`src/rtl/uart_rx_os.sv`:
```
// UART receiver, 16x oversampled via shared baud tick i_bd.
// Frame: 1 start bit, DATA_BITS data bits (LSB first), 1 stop bit.
// Ports:
//   i_clock      system clock, rising edge
//   i_reset      synchronous active-high reset
//   i_bd         oversampling tick, OS_TICKS per bit period
//   i_rx_serial  asynchronous serial line, idle high
//   o_rx_byte    last received data word
//   o_rx_done    one-cycle strobe, o_rx_byte/o_frame_err valid
//   o_rx_active  high while a frame is being received
//   o_frame_err  stop bit sampled low in the last frame
module uart_rx_os #(
   parameter int DATA_BITS = 8,
   parameter int OS_TICKS  = 16,
   parameter int SB_TICKS  = 16
) (
   input  logic                 i_clock,
   input  logic                 i_reset,
   input  logic                 i_bd,
   input  logic                 i_rx_serial,
   output logic [DATA_BITS-1:0] o_rx_byte,
   output logic                 o_rx_done,
   output logic                 o_rx_active,
   output logic                 o_frame_err
);

   localparam int TW = $clog2(OS_TICKS);
   localparam int BW = (DATA_BITS > 1) ? $clog2(DATA_BITS) : 1;

   localparam logic [TW-1:0] T_MID  = TW'(OS_TICKS / 2 - 1);
   localparam logic [TW-1:0] T_END  = TW'(OS_TICKS - 1);
   localparam logic [TW-1:0] T_STOP = TW'(SB_TICKS - 1);
   localparam logic [BW-1:0] B_LAST = BW'(DATA_BITS - 1);

   typedef enum logic [1:0] {
      IDLE  = 2'd0,
      START = 2'd1,
      DATA  = 2'd2,
      STOP  = 2'd3
   } state_t;

   state_t               state;
   logic [TW-1:0]        tick_cnt;
   logic [BW-1:0]        bit_cnt;
   logic [DATA_BITS-1:0] shreg;
   logic                 rx_m;
   logic                 rx_s;

   // Synchronizer flops reset to the idle line level so reset
   // never looks like a start bit.
   always_ff @(posedge i_clock) begin
      if (i_reset) begin
         rx_m <= 1'b1;
         rx_s <= 1'b1;
      end else begin
         rx_m <= i_rx_serial;
         rx_s <= rx_m;
      end
   end

   always_ff @(posedge i_clock) begin
      if (i_reset) begin
         state       <= IDLE;
         tick_cnt    <= '0;
         bit_cnt     <= '0;
         shreg       <= '0;
         o_rx_byte   <= '0;
         o_rx_done   <= 1'b0;
         o_rx_active <= 1'b0;
         o_frame_err <= 1'b0;
      end else begin
         o_rx_done <= 1'b0;
         case (state)
            IDLE: begin
               // Start detection runs every clock, not only on i_bd.
               if (!rx_s) begin
                  state       <= START;
                  tick_cnt    <= '0;
                  o_rx_active <= 1'b1;
               end
            end
            START: begin
               if (i_bd) begin
                  if (tick_cnt == T_MID) begin
                     if (!rx_s) begin
                        state    <= DATA;
                        tick_cnt <= '0;
                        bit_cnt  <= '0;
                     end else begin
                        state       <= IDLE;
                        o_rx_active <= 1'b0;
                     end
                  end else begin
                     tick_cnt <= tick_cnt + TW'(1);
                  end
               end
            end
            DATA: begin
               if (i_bd) begin
                  if (tick_cnt == T_END) begin
                     shreg    <= {rx_s, shreg[DATA_BITS-1:1]};
                     tick_cnt <= '0;
                     if (bit_cnt == B_LAST) begin
                        state <= STOP;
                     end else begin
                        bit_cnt <= bit_cnt + BW'(1);
                     end
                  end else begin
                     tick_cnt <= tick_cnt + TW'(1);
                  end
               end
            end
            STOP: begin
               // Leave at mid stop bit so an adjacent start bit
               // is still caught in IDLE.
               if (i_bd) begin
                  if (tick_cnt == T_STOP) begin
                     o_rx_byte   <= shreg;
                     o_frame_err <= ~rx_s;
                     o_rx_done   <= 1'b1;
                     o_rx_active <= 1'b0;
                     state       <= IDLE;
                  end else begin
                     tick_cnt <= tick_cnt + TW'(1);
                  end
               end
            end
            default: begin
               state       <= IDLE;
               o_rx_active <= 1'b0;
            end
         endcase
      end
   end

endmodule

```
`config.mk`:
```
export PLATFORM = sky130hd
export DESIGN_NAME = uart_rx_os
export DESIGN_NICKNAME = d
export VERILOG_FILES = /design/src/rtl/uart_rx_os.sv
export SDC_FILE = /design/constraint.sdc
export NUM_CORES = 1
export LEC_CHECK = 0
export BUFFER_PORTS_ARGS = -buffer_cell sky130_fd_sc_hd__buf_2
export CAP_MARGIN = 5
export CORE_UTILIZATION = 64
export CTS_BUF_LIST = sky130_fd_sc_hd__clkbuf_2
export DETAILED_ROUTE_END_ITERATION = 7
export GPL_TIMING_DRIVEN = 0
export PLACE_DENSITY = 0.95
export SLEW_MARGIN = 20
export SYNTH_ARGS = -nofsm -noshare
export SYNTH_HDL_FRONTEND = slang
export SYNTH_SLANG_ARGS = --single-unit
```
`constraint.sdc`:
```
create_clock -name i_clock -period 3.3 [get_ports i_clock]
set_input_delay 0.66 -clock i_clock [delete_from_list [all_inputs] [get_ports i_clock]]
set_output_delay 0.66 -clock i_clock [all_outputs]
set_load 0.01 [all_outputs]
```
==> results.json, run 1 <==
{
  "ir_worst_vdd_v": 0.000300,
  "tightest_slew_ns": 0.475,
  "min_period_ns": 1.85,
  "antenna_left": 0,
  "final_hold_viol_count": 0,
  "cts_root_buf": "clkbuf_2",
  "drt_iter0_markers": 27,
  "final_net_count": 171,
  "fin_crit_sh": 0.560,
  "cts_tree": "yes",
  "cp_num_cells": 6,
  "yosys.area.top_type": "dfxtp_1",
  "synth-adder-area-share": 0.0278,
  "die-area_sq_um": 2300,
  "area_delta_synth_final_pct": 9.44,
  "worstSetupPathType": "flip-flop to flip-flop",
  "synth_seq_area_share": 0.444,
  "first_global_vias": 1003,
  "ys_top_cells_by_area": "dfxtp_1 44%, mux2i_1 14%, nor2_1 6.1%",
  "synth_top_family_by_area": "simple AND/OR/NAND/NOR gates",
  "grt_usage": 0.281,
  "finalMaxSlewViolations": 0,
  "cp.arrival_ns": 2.11,
  "synthSimpleGateAreaFrac": 0.191,
  "ys_types": 39,
  "end_kind": "flip-flop",
  "antenna_found_initial": 0,
  "ctsHoldBuffers": 0,
  "drt_wl_total_um": 2740,
  "fin_setup_tns_ns": 0,
  "critPathLaunch": "tick_cnt[0]",
  "num_vias": 1102,
  "fp.coreArea_sq_um": 1980,
  "fillerInstances": 142,
  "portBuffers": 13,
  "fp.dieH_um": 48.0,
  "synth-compound-area-share": 0.126,
  "fmax_mhz": 541,
  "powerDensity_nw_per_um2": 386,
  "drive_gt1_frac": 0.178,
  "maxSlewHeadroom": 0.683,
  "r2r_setup_slack_ns": 1.45,
  "rows": 16,
  "ys_warn_count": 0,
  "syn_area_sq_um": 1350,
  "fp.dieW_um": 48.0,
  "n_antenna_cell": 0,
  "grt-ovfl-total": 0,
  "syn_area_per_cell_sq_um": 9.39,
  "path_cells": "ha_1 -> nand2_1 -> nor4_2 -> buf_4 -> a32oi_2 -> mux2_1",
  "grt_max_degree": 11,
  "clkTransAtPathRegs_ns": 0.14,
  "rsz0062_at_grt": "false",
  "slowest_stage": "dfxtp_1",
  "slowest_delay_ns": 0.36,
  "r2r_cells": 6,
  "worstPathRequired_ns": 3.56,
  "wire_per_inst_um": 14.4,
  "routed_via_density": 5.80,
  "start_kind": "flip-flop",
  "numCtsBuffers": 5,
  "synthXorXnorAreaFrac": 0.00648,
  "muxShareOfSynthArea": 0.149,
  "synth_nets": 151,
  "clk_latency_ns": 0.36,
  "leakage_nw": 0.572,
  "rr_endpoint": "bit_cnt[0]",
  "pin_count": 15,
  "holdCritPathClass": "flip-flop to flip-flop",
  "post_cts_buffers": 0,
  "crit_fanout": 9,
  "worst-path-buf-inv": 1,
  "cts_resized": 0,
  "htree_levels": 2,
  "dr.pass1.iters": 4,
  "fin_skew_ns": 0.0136,
  "rr_startpoint": "tick_cnt[0]",
  "gp_congestion": 0.913,
  "cap_violations": 0,
  "place_hpwl_um": 2010,
  "ys_ff_latch": 30,
  "clock_sinks": 30,
  "final-setup-viol-count": 0,
  "drc_errors": 0,
  "synth_top_area_frac": 0.444,
  "status": "complete, no violations",
  "cp_top_family": "flip-flops",
  "timing.hold.ws_ns": 0.429,
  "grt_pass1_wl_um": 4220,
  "cts_buffer_depth": 2,
  "crit_end": "bit_cnt[0]",
  "initial_core_util": 0.682,
  "netlist_instances": 144
}
==> registers in the layout (all words and copies together), names as in the netlist, named ones only <==
| name | flops |
|---|---|
| o_rx_done | 1 |
| o_frame_err | 1 |
| state | 1 |
| bit_cnt | 3 |
| rx_s | 1 |
| tick_cnt | 4 |
| rx_m | 1 |
| o_rx_active | 1 |
| o_rx_byte | 8 |
| shreg | 8 |
==> cells by family (layout without fill, tap and decap cells) <==
family          Yosys count  in the layout
compound gates           24             24
xor+xnor                  1              1
fa+ha+maj                 3              3
buf+inv                  15             34
flops                    30             30
mux                      20             20
simple gates             51             51
==> per-layer routing <==
| metal | global-route usage | part of all wire |
|---|---|---|
| met1 | 0.291 | 0.40 |
| met2 | 0.478 | 0.53 |
| met3 | 0.132 | 0.059 |
| met4 | 0.133 | 0.0055 |
| met5 | 0 | 0 |
==> cell type report <==
cell class | count | area, sq um | share of cell area
buffer | 9 | 50.0 | 0.0338
multi-input combinational | 99 | 677 | 0.457
clock buffer | 5 | 25.0 | 0.0169
inverter | 6 | 25.0 | 0.0169
clock inverter | 1 | 3.75 | 0.00254
tap | 27 | 33.8 | 0.0228
timing repair buffer | 13 | 65.1 | 0.0440
sequential | 30 | 601 | 0.406
==> stage by stage <==
step	power [mW]	instances	util	setup WS [ns]	cell area [sq um]
after floorplan	0.412	144	-	1.47	1350
after global routing	0.599	190	0.747	1.36	1480
after CTS	0.572	190	0.747	1.46	1480
final	0.571	190	0.747	1.45	1480
after global placement	0.421	184	0.732	1.39	1450
after detailed placement	0.423	184	0.732	1.34	1450
==> placed cells by master (no fill, tap or decap), drive strengths merged, types with 3 or more instances in the layout <==
cell type / Yosys / routed
clkbuf: 5 / 10
inv: 6 / 6
nand2b: 4 / 4
nand2: 8 / 8
nor2b: 4 / 4
dfxtp: 30 / 30
buf: 4 / 17
o21ai: 6 / 6
nor3: 4 / 4
nor2: 23 / 23
a21oi: 4 / 4
ha: 3 / 3
mux2i: 19 / 19
==> cells in the mapped netlist (all sizes together) <==
master  number
mux2         1
dfxtp       30
a32oi        1
o21bai       1
o31a         1
or2b         1
a22oi        1
o22ai        1
o32ai        1
mux2i       19
a21o         1
inv          6
xor2         1
a211oi       2
or4          1
nor2b        4
nand2b       4
nand4        2
a21oi        4
o41ai        1
a221oi       1
clkbuf       5
a211o        1
ha           3
o221ai       1
nand2        8
nor4         1
o21ai        6
nor3         4
or2          2
nor2        23
nand3        1
o211ai       1
buf          4
==> worst reg2reg max path, cell delays in order (launching register included) <==
cell and delay, ns:
dfxtp_1 0.36, ha_1 0.26, nand2_1 0.25, nor4_2 0.07
buf_4 0.19, a32oi_2 0.28, mux2_1 0.35
==> power by group <==
part           internal, mW  switching, mW
Clock                0.0420          0.113
Combinational        0.0173         0.0257
Sequential            0.367        0.00617
Total                 0.426          0.145
==> worst min-delay path by stage <==
stage          endpoint        start  cells after the start  slack [ns]
2_1_floorplan      rx_s         rx_m                      1        0.39
3_3_place_gp       rx_s         rx_m                      1        0.40
3_5_place_dp       rx_s         rx_m                      1        0.40
4_1_cts            rx_s         rx_m                      1        0.43
5_1_grt            rx_m  i_rx_serial                      2        0.46
6_report           rx_s         rx_m                      1        0.43
(Power assumes the default switching activity.)
==> run 2, diff against run 1 <==
--- a/config.mk
+++ b/config.mk
@@ -5,13 +5,14 @@
 export SDC_FILE = /design/constraint.sdc
 export NUM_CORES = 1
 export LEC_CHECK = 0
+export ABC_AREA = 1
 export BUFFER_PORTS_ARGS = -buffer_cell sky130_fd_sc_hd__buf_2
 export CAP_MARGIN = 5
-export CORE_UTILIZATION = 64
+export CORE_UTILIZATION = 54
 export CTS_BUF_LIST = sky130_fd_sc_hd__clkbuf_2
 export DETAILED_ROUTE_END_ITERATION = 7
 export GPL_TIMING_DRIVEN = 0
-export PLACE_DENSITY = 0.95
+export PLACE_DENSITY = 0.86
 export SLEW_MARGIN = 20
 export SYNTH_ARGS = -nofsm -noshare
 export SYNTH_HDL_FRONTEND = slang
==> constraint.sdc (replaced) <==
create_clock -name i_clock -period 1.7 [get_ports i_clock]
set_input_delay 0.34 -clock i_clock [delete_from_list [all_inputs] [get_ports i_clock]]
set_output_delay 0.34 -clock i_clock [all_outputs]
set_load 0.01 [all_outputs]
==> results.json, run 2 <==
{
  "pre_cts_ws_ns": 0.201,
  "cts_tree": "yes",
  "design_area_sq_um": 1490,
  "num_vias": 1212,
  "status": "complete, no violations",
  "grt_max_degree": 11,
  "crit_fanout": 4,
  "antenna_found_initial": 0,
  "ys_top_cells_by_area": "dfxtp_1 44%, nor2_1 12%, nand2_1 9.2%",
  "pin_count": 15,
  "pwr-share-comb": 0.154,
  "numCtsBuffers": 5,
  "drive_gt1_frac": 0.189,
  "syn_area_per_cell_sq_um": 7.30,
  "fin_util": 0.656,
  "netlist_instances": 185,
  "syn_area_sq_um": 1350,
  "fin_skew_ns": 0.0118,
  "fillerInstances": 196,
  "synthArstFlopShare": 0,
  "n_antenna_cell": 0,
  "cp.arrival_ns": 1.81,
  "switching_share": 0.304,
  "portBuffers": 13,
  "worstSetupPathType": "flip-flop to flip-flop",
  "drt_wl_total_um": 2590,
  "rsz0062_at_grt": "false",
  "htree_levels": 2,
  "synth_top_area_frac": 0.445,
  "final_net_count": 212,
  "place_hpwl_um": 1920,
  "drc_errors": 0,
  "holdCritPathClass": "primary input to flip-flop",
  "synth_nets": 192,
  "wire_per_inst_um": 11.1,
  "ys_warn_count": 0,
  "ys_ff_latch": 30,
  "ctsHoldBuffers": 0,
  "clkTransAtPathRegs_ns": 0.16,
  "fp.dieW_um": 52,
  "p_sw_mw": 0.388,
  "dr.pass1.iters": 4,
  "grt-ovfl-total": 0,
  "synth_ff_type": "dfxtp_1",
  "fin_crit_sh": 0.908,
  "routed_via_density": 5.18,
  "powerDensity_nw_per_um2": 853,
  "tightest_slew_ns": 0.421,
  "area_delta_synth_final_pct": 10.7,
  "antenna_left": 0,
  "power_frac_clock": 0.268,
  "first_global_vias": 1033,
  "grt_pass1_wl_um": 4490,
  "layout_commonest_cell": "nor2_1",
  "dp.cells": 226,
  "synth_commonest_cells": "44 x nor2_1, 33 x nand2_1, 30 x dfxtp_1, 17 x o21ai_0",
  "initial_core_util": 0.593,
  "cts_buffer_depth": 2,
  "ys_types": 24,
  "reg.largest.list": "o_rx_byte x8, shreg x8, tick_cnt x4",
  "final-setup-viol-count": 0,
  "die-area_sq_um": 2700,
  "grt_usage": 0.232,
  "clock_sinks": 30,
  "drt_iter0_markers": 15,
  "place_area_sq_um": 1450,
  "ir_worst_vdd_v": 0.000566,
  "start_kind": "flip-flop",
  "gp_congestion": 0.882,
  "leakage_nw": 0.715,
  "cts_resized": 0,
  "fin_ws_ns": 0.156,
  "p_seq_frac": 0.578,
  "instances_no_fill": 234,
  "cts_root_buf": "clkbuf_2",
  "yosys.area.top_type": "dfxtp_1",
  "post_cts_buffers": 0,
  "finalMaxSlewViolations": 0,
  "fp.dieH_um": 52,
  "fmax_mhz": 648,
  "rows": 17,
  "fp.coreArea_sq_um": 2280,
  "final_hold_viol_count": 0,
  "p_int_mw": 0.886,
  "final_cell_mix": "44 x nor2_1, 33 x nand2_1, 30 x dfxtp_1, 17 x o21ai_0, 13 x buf_2",
  "cap_violations": 0,
  "synth_edf_count": 0,
  "worstPathRequired_ns": 1.96,
  "min_period_ns": 1.54,
  "fin_setup_tns_ns": 0,
  "maxSlewHeadroom": 0.719,
  "yosysMostFrequentCell": "nor2_1",
  "clk_latency_ns": 0.37,
  "synth_seq_area_share": 0.445,
  "end_kind": "flip-flop"
}
## run 2: worst max-delay path: stages (launching register included)
cell	delay [ns]
dfxtp_1	0.42
ha_2	0.24
nand3_2	0.12
nand2_1	0.14
inv_1	0.05
nor2_1	0.18
nand3_1	0.14
nand2_1	0.08
a21oi_1	0.06
## run 2: area by class of cell
class | instances | area [sq um] | area share
Inverter | 15 | 57.6 | 0.0385
Tap cell | 28 | 35.0 | 0.0235
Timing Repair Buffer | 13 | 65.1 | 0.0436
Clock inverter | 3 | 16.3 | 0.0109
Sequential cell | 30 | 601 | 0.402
Buffer | 5 | 30.0 | 0.0201
Clock buffer | 5 | 25.0 | 0.0168
Multi-Input combinational cell | 135 | 664 | 0.445
## run 2: worst paths after layout
check                                 start        end  slack [ns]  cells after the start
worst max register to register  tick_cnt[0]  flip-flop        0.16                      8
worst min-delay path            i_rx_serial       rx_m        0.15                      2
worst min register to register         rx_m       rx_s        0.44                      1
worst max-delay path            tick_cnt[0]  flip-flop        0.16                      8
## run 2: layer usage
metal | part of all wire | GRT usage
met1 | 0.47 | 0.303
met2 | 0.46 | 0.333
met3 | 0.056 | 0.0936
met4 | 0.014 | 0.0991
met5 | 0 | 0
## run 2: cells by family (layout without fill, tap and decap cells)
| logic type | after synthesis | after routing | share of synthesized area |
|---|---|---|---|
| xor gates and xnor gates | 1 | 1 | 0.00649 |
| buffers and inverters | 20 | 41 | 0.0649 |
| AOI/OAI and AO/OA | 32 | 32 | 0.127 |
| and+or+nand+nor | 99 | 99 | 0.329 |
| DFF | 30 | 30 | 0.445 |
| adders and majority gates | 3 | 3 | 0.0278 |
## run 2: power groups by stage
stage	logic [mW]	registers, mW	clock network [mW]
6_report	0.196	0.737	0.341
5_1_grt	0.221	0.740	0.379
3_5_place_dp	0.193	0.752	0
4_1_cts	0.194	0.737	0.353
3_3_place_gp	0.186	0.750	0
2_1_floorplan	0.157	0.749	0
## run 2: stage by stage
| stage | power (mW) | hold WS [ns] |
|---|---|---|
| after floorplan | 0.907 | 0.389 |
| after global placement | 0.937 | 0.396 |
| after detailed placement | 0.946 | 0.403 |
| after CTS | 1.28 | 0.140 |
| after global routing | 1.34 | 0.120 |
| final | 1.27 | 0.154 |
==> run 3, diff against run 2 <==
--- a/config.mk
+++ b/config.mk
@@ -6,13 +6,13 @@
 export NUM_CORES = 1
 export LEC_CHECK = 0
 export ABC_AREA = 1
-export BUFFER_PORTS_ARGS = -buffer_cell sky130_fd_sc_hd__buf_2
 export CAP_MARGIN = 5
-export CORE_UTILIZATION = 54
+export CORE_UTILIZATION = 69
 export CTS_BUF_LIST = sky130_fd_sc_hd__clkbuf_2
 export DETAILED_ROUTE_END_ITERATION = 7
+export DONT_BUFFER_PORTS = 1
 export GPL_TIMING_DRIVEN = 0
-export PLACE_DENSITY = 0.86
+export PLACE_DENSITY = 0.94
 export SLEW_MARGIN = 20
 export SYNTH_ARGS = -nofsm -noshare
 export SYNTH_HDL_FRONTEND = slang
==> constraint.sdc (replaced) <==
create_clock -name i_clock -period 2 [get_ports i_clock]
set_input_delay 0.4 -clock i_clock [delete_from_list [all_inputs] [get_ports i_clock]]
set_output_delay 0.4 -clock i_clock [all_outputs]
set_load 0.01 [all_outputs]
==> results.json, run 3 (synthesis results as in run 2) <==
{
  "status": "complete, no violations",
  "r2r_setup_slack_ns": 0.32,
  "rr_startpoint": "tick_cnt[0]",
  "routed_via_density": 5.59,
  "path_cells": "ha_1 -> nand3_2 -> nand2_1 -> inv_1 -> nor2_1 -> nand3_1 -> nand2_1 -> a21oi_1",
  "cts_buffer_depth": 2,
  "dr.pass1.iters": 5,
  "grt_usage": 0.290,
  "path_common_cell": "nand2_1",
  "seqCellArea_sq_um": 601,
  "clk_latency_ns": 0.38,
  "antenna_found_initial": 0,
  "fin_skew_ns": 0.0289,
  "p_int_mw": 0.750,
  "start_kind": "flip-flop",
  "grt-ovfl-total": 0,
  "fillerInstances": 133,
  "fp.dieH_um": 46.2,
  "numCtsBuffers": 5,
  "final_hold_viol_count": 0,
  "place_area_sq_um": 1380,
  "pwr-share-comb": 0.152,
  "power_frac_clock": 0.270,
  "final_cell_mix": "44 x nor2_1, 33 x nand2_1, 30 x dfxtp_1, 17 x o21ai_0",
  "drt_iter0_markers": 70,
  "fin_setup_tns_ns": 0,
  "final_net_count": 199,
  "holdCritPathClass": "primary input to flip-flop",
  "initial_core_util": 0.757,
  "powerDensity_nw_per_um2": 764,
  "hold_depth": 1,
  "worstSetupPathType": "flip-flop to flip-flop",
  "p_sw_mw": 0.336,
  "ctsHoldBuffers": 0,
  "layout_commonest_cell": "nor2_1",
  "gp_congestion": 0.849,
  "htree_levels": 2,
  "leakage_nw": 0.649,
  "r2r_cells": 8,
  "fmax_mhz": 596,
  "cp.arrival_ns": 1.91,
  "final-setup-viol-count": 0,
  "fin_ws_ns": 0.323,
  "slowest_delay_ns": 0.43,
  "finalMaxSlewViolations": 0,
  "grt_pass1_wl_um": 4310,
  "ir_worst_vdd_v": 0.000567,
  "crit_fanout": 4,
  "min-delay-start": "i_rx_serial",
  "pin_count": 15,
  "n_antenna_cell": 0,
  "multi_input_area_sq_um": 662,
  "cts_resized": 0,
  "portBuffers": 0,
  "num_vias": 1219,
  "slowest_stage": "dfxtp_1",
  "cts_root_buf": "clkbuf_2",
  "whs_endpoint": "rx_m",
  "p_total_mw": 1.09,
  "drc_errors": 0,
  "clkTransAtPathRegs_ns": 0.17,
  "post_cts_buffers": 0,
  "reg.largest.list": "o_rx_byte x8, shreg x8, tick_cnt x4",
  "cap_violations": 0,
  "fp.dieW_um": 46.2,
  "clock_sinks": 30,
  "maxSlewHeadroom": 0.705,
  "grt_max_degree": 11,
  "rsz0062_at_grt": "false",
  "pre_cts_ws_ns": 0.452,
  "rows": 15,
  "fin_crit_sh": 0.838,
  "design_area_sq_um": 1420,
  "drive_gt1_frac": 0.130,
  "first_global_vias": 1108,
  "tightest_slew_ns": 0.443,
  "switching_share": 0.309,
  "min_period_ns": 1.68,
  "place_hpwl_um": 2010,
  "p_seq_frac": 0.577,
  "drt_wl_total_um": 2730,
  "fp.coreArea_sq_um": 1780,
  "antenna_left": 0,
  "worstPathRequired_ns": 2.23,
  "end_kind": "flip-flop",
  "area_delta_synth_final_pct": 5.38,
  "die-area_sq_um": 2140,
  "cts_tree": "yes",
  "wire_per_inst_um": 12.5
}
[run 3: cell type report]
cell class / instances / area share
inverters: 15 / 0.0405
clock inverters: 3 / 0.0114
clock buffers: 5 / 0.0176
multi-input cells: 135 / 0.465
flip-flops and latches: 30 / 0.422
plain buffers: 5 / 0.0211
well taps: 25 / 0.0220
[run 3: worst max-delay path by stage]
stage | endpoint | slack [ns] | from
after floorplan | flip-flop | 0.70 | tick_cnt[0]
after global placement | shreg[6] | 0.56 | i_reset
after detailed placement | shreg[1] | 0.45 | i_reset
after CTS | flip-flop | 0.41 | tick_cnt[0]
after global routing | flip-flop | 0.23 | tick_cnt[0]
final | flip-flop | 0.32 | tick_cnt[0]
[run 3: through the flow]
step / hold WS, ns / util / instances
2_1_floorplan: 0.389 / - / 185
3_3_place_gp: 0.393 / 0.775 / 210
3_5_place_dp: 0.407 / 0.775 / 210
4_1_cts: 0.116 / 0.798 / 218
5_1_grt: 0.115 / 0.798 / 218
6_report: 0.118 / 0.798 / 218
[run 3: critical path: cells and delay by family (launching register included)]
family / cells / cell delay (ns)
DFF: 1 / 0.43
and+or+nand+nor: 5 / 0.73
AOI/OAI and AO/OA: 1 / 0.06
buffers and inverters: 1 / 0.05
adders and majority gates: 1 / 0.27
[run 3: metal layers]
metal	global-route usage	part of all wire
met3	0.0667	0.049
met1	0.324	0.43
met2	0.496	0.50
met5	0	0
met4	0.171	0.018
[run 3: power groups by stage]
stage / logic (mW) / registers [mW] / clock network, mW
3_5_place_dp: 0.163 / 0.640 / 0
6_report: 0.165 / 0.627 / 0.294
2_1_floorplan: 0.134 / 0.637 / 0
5_1_grt: 0.187 / 0.630 / 0.315
3_3_place_gp: 0.152 / 0.639 / 0
4_1_cts: 0.164 / 0.627 / 0.291
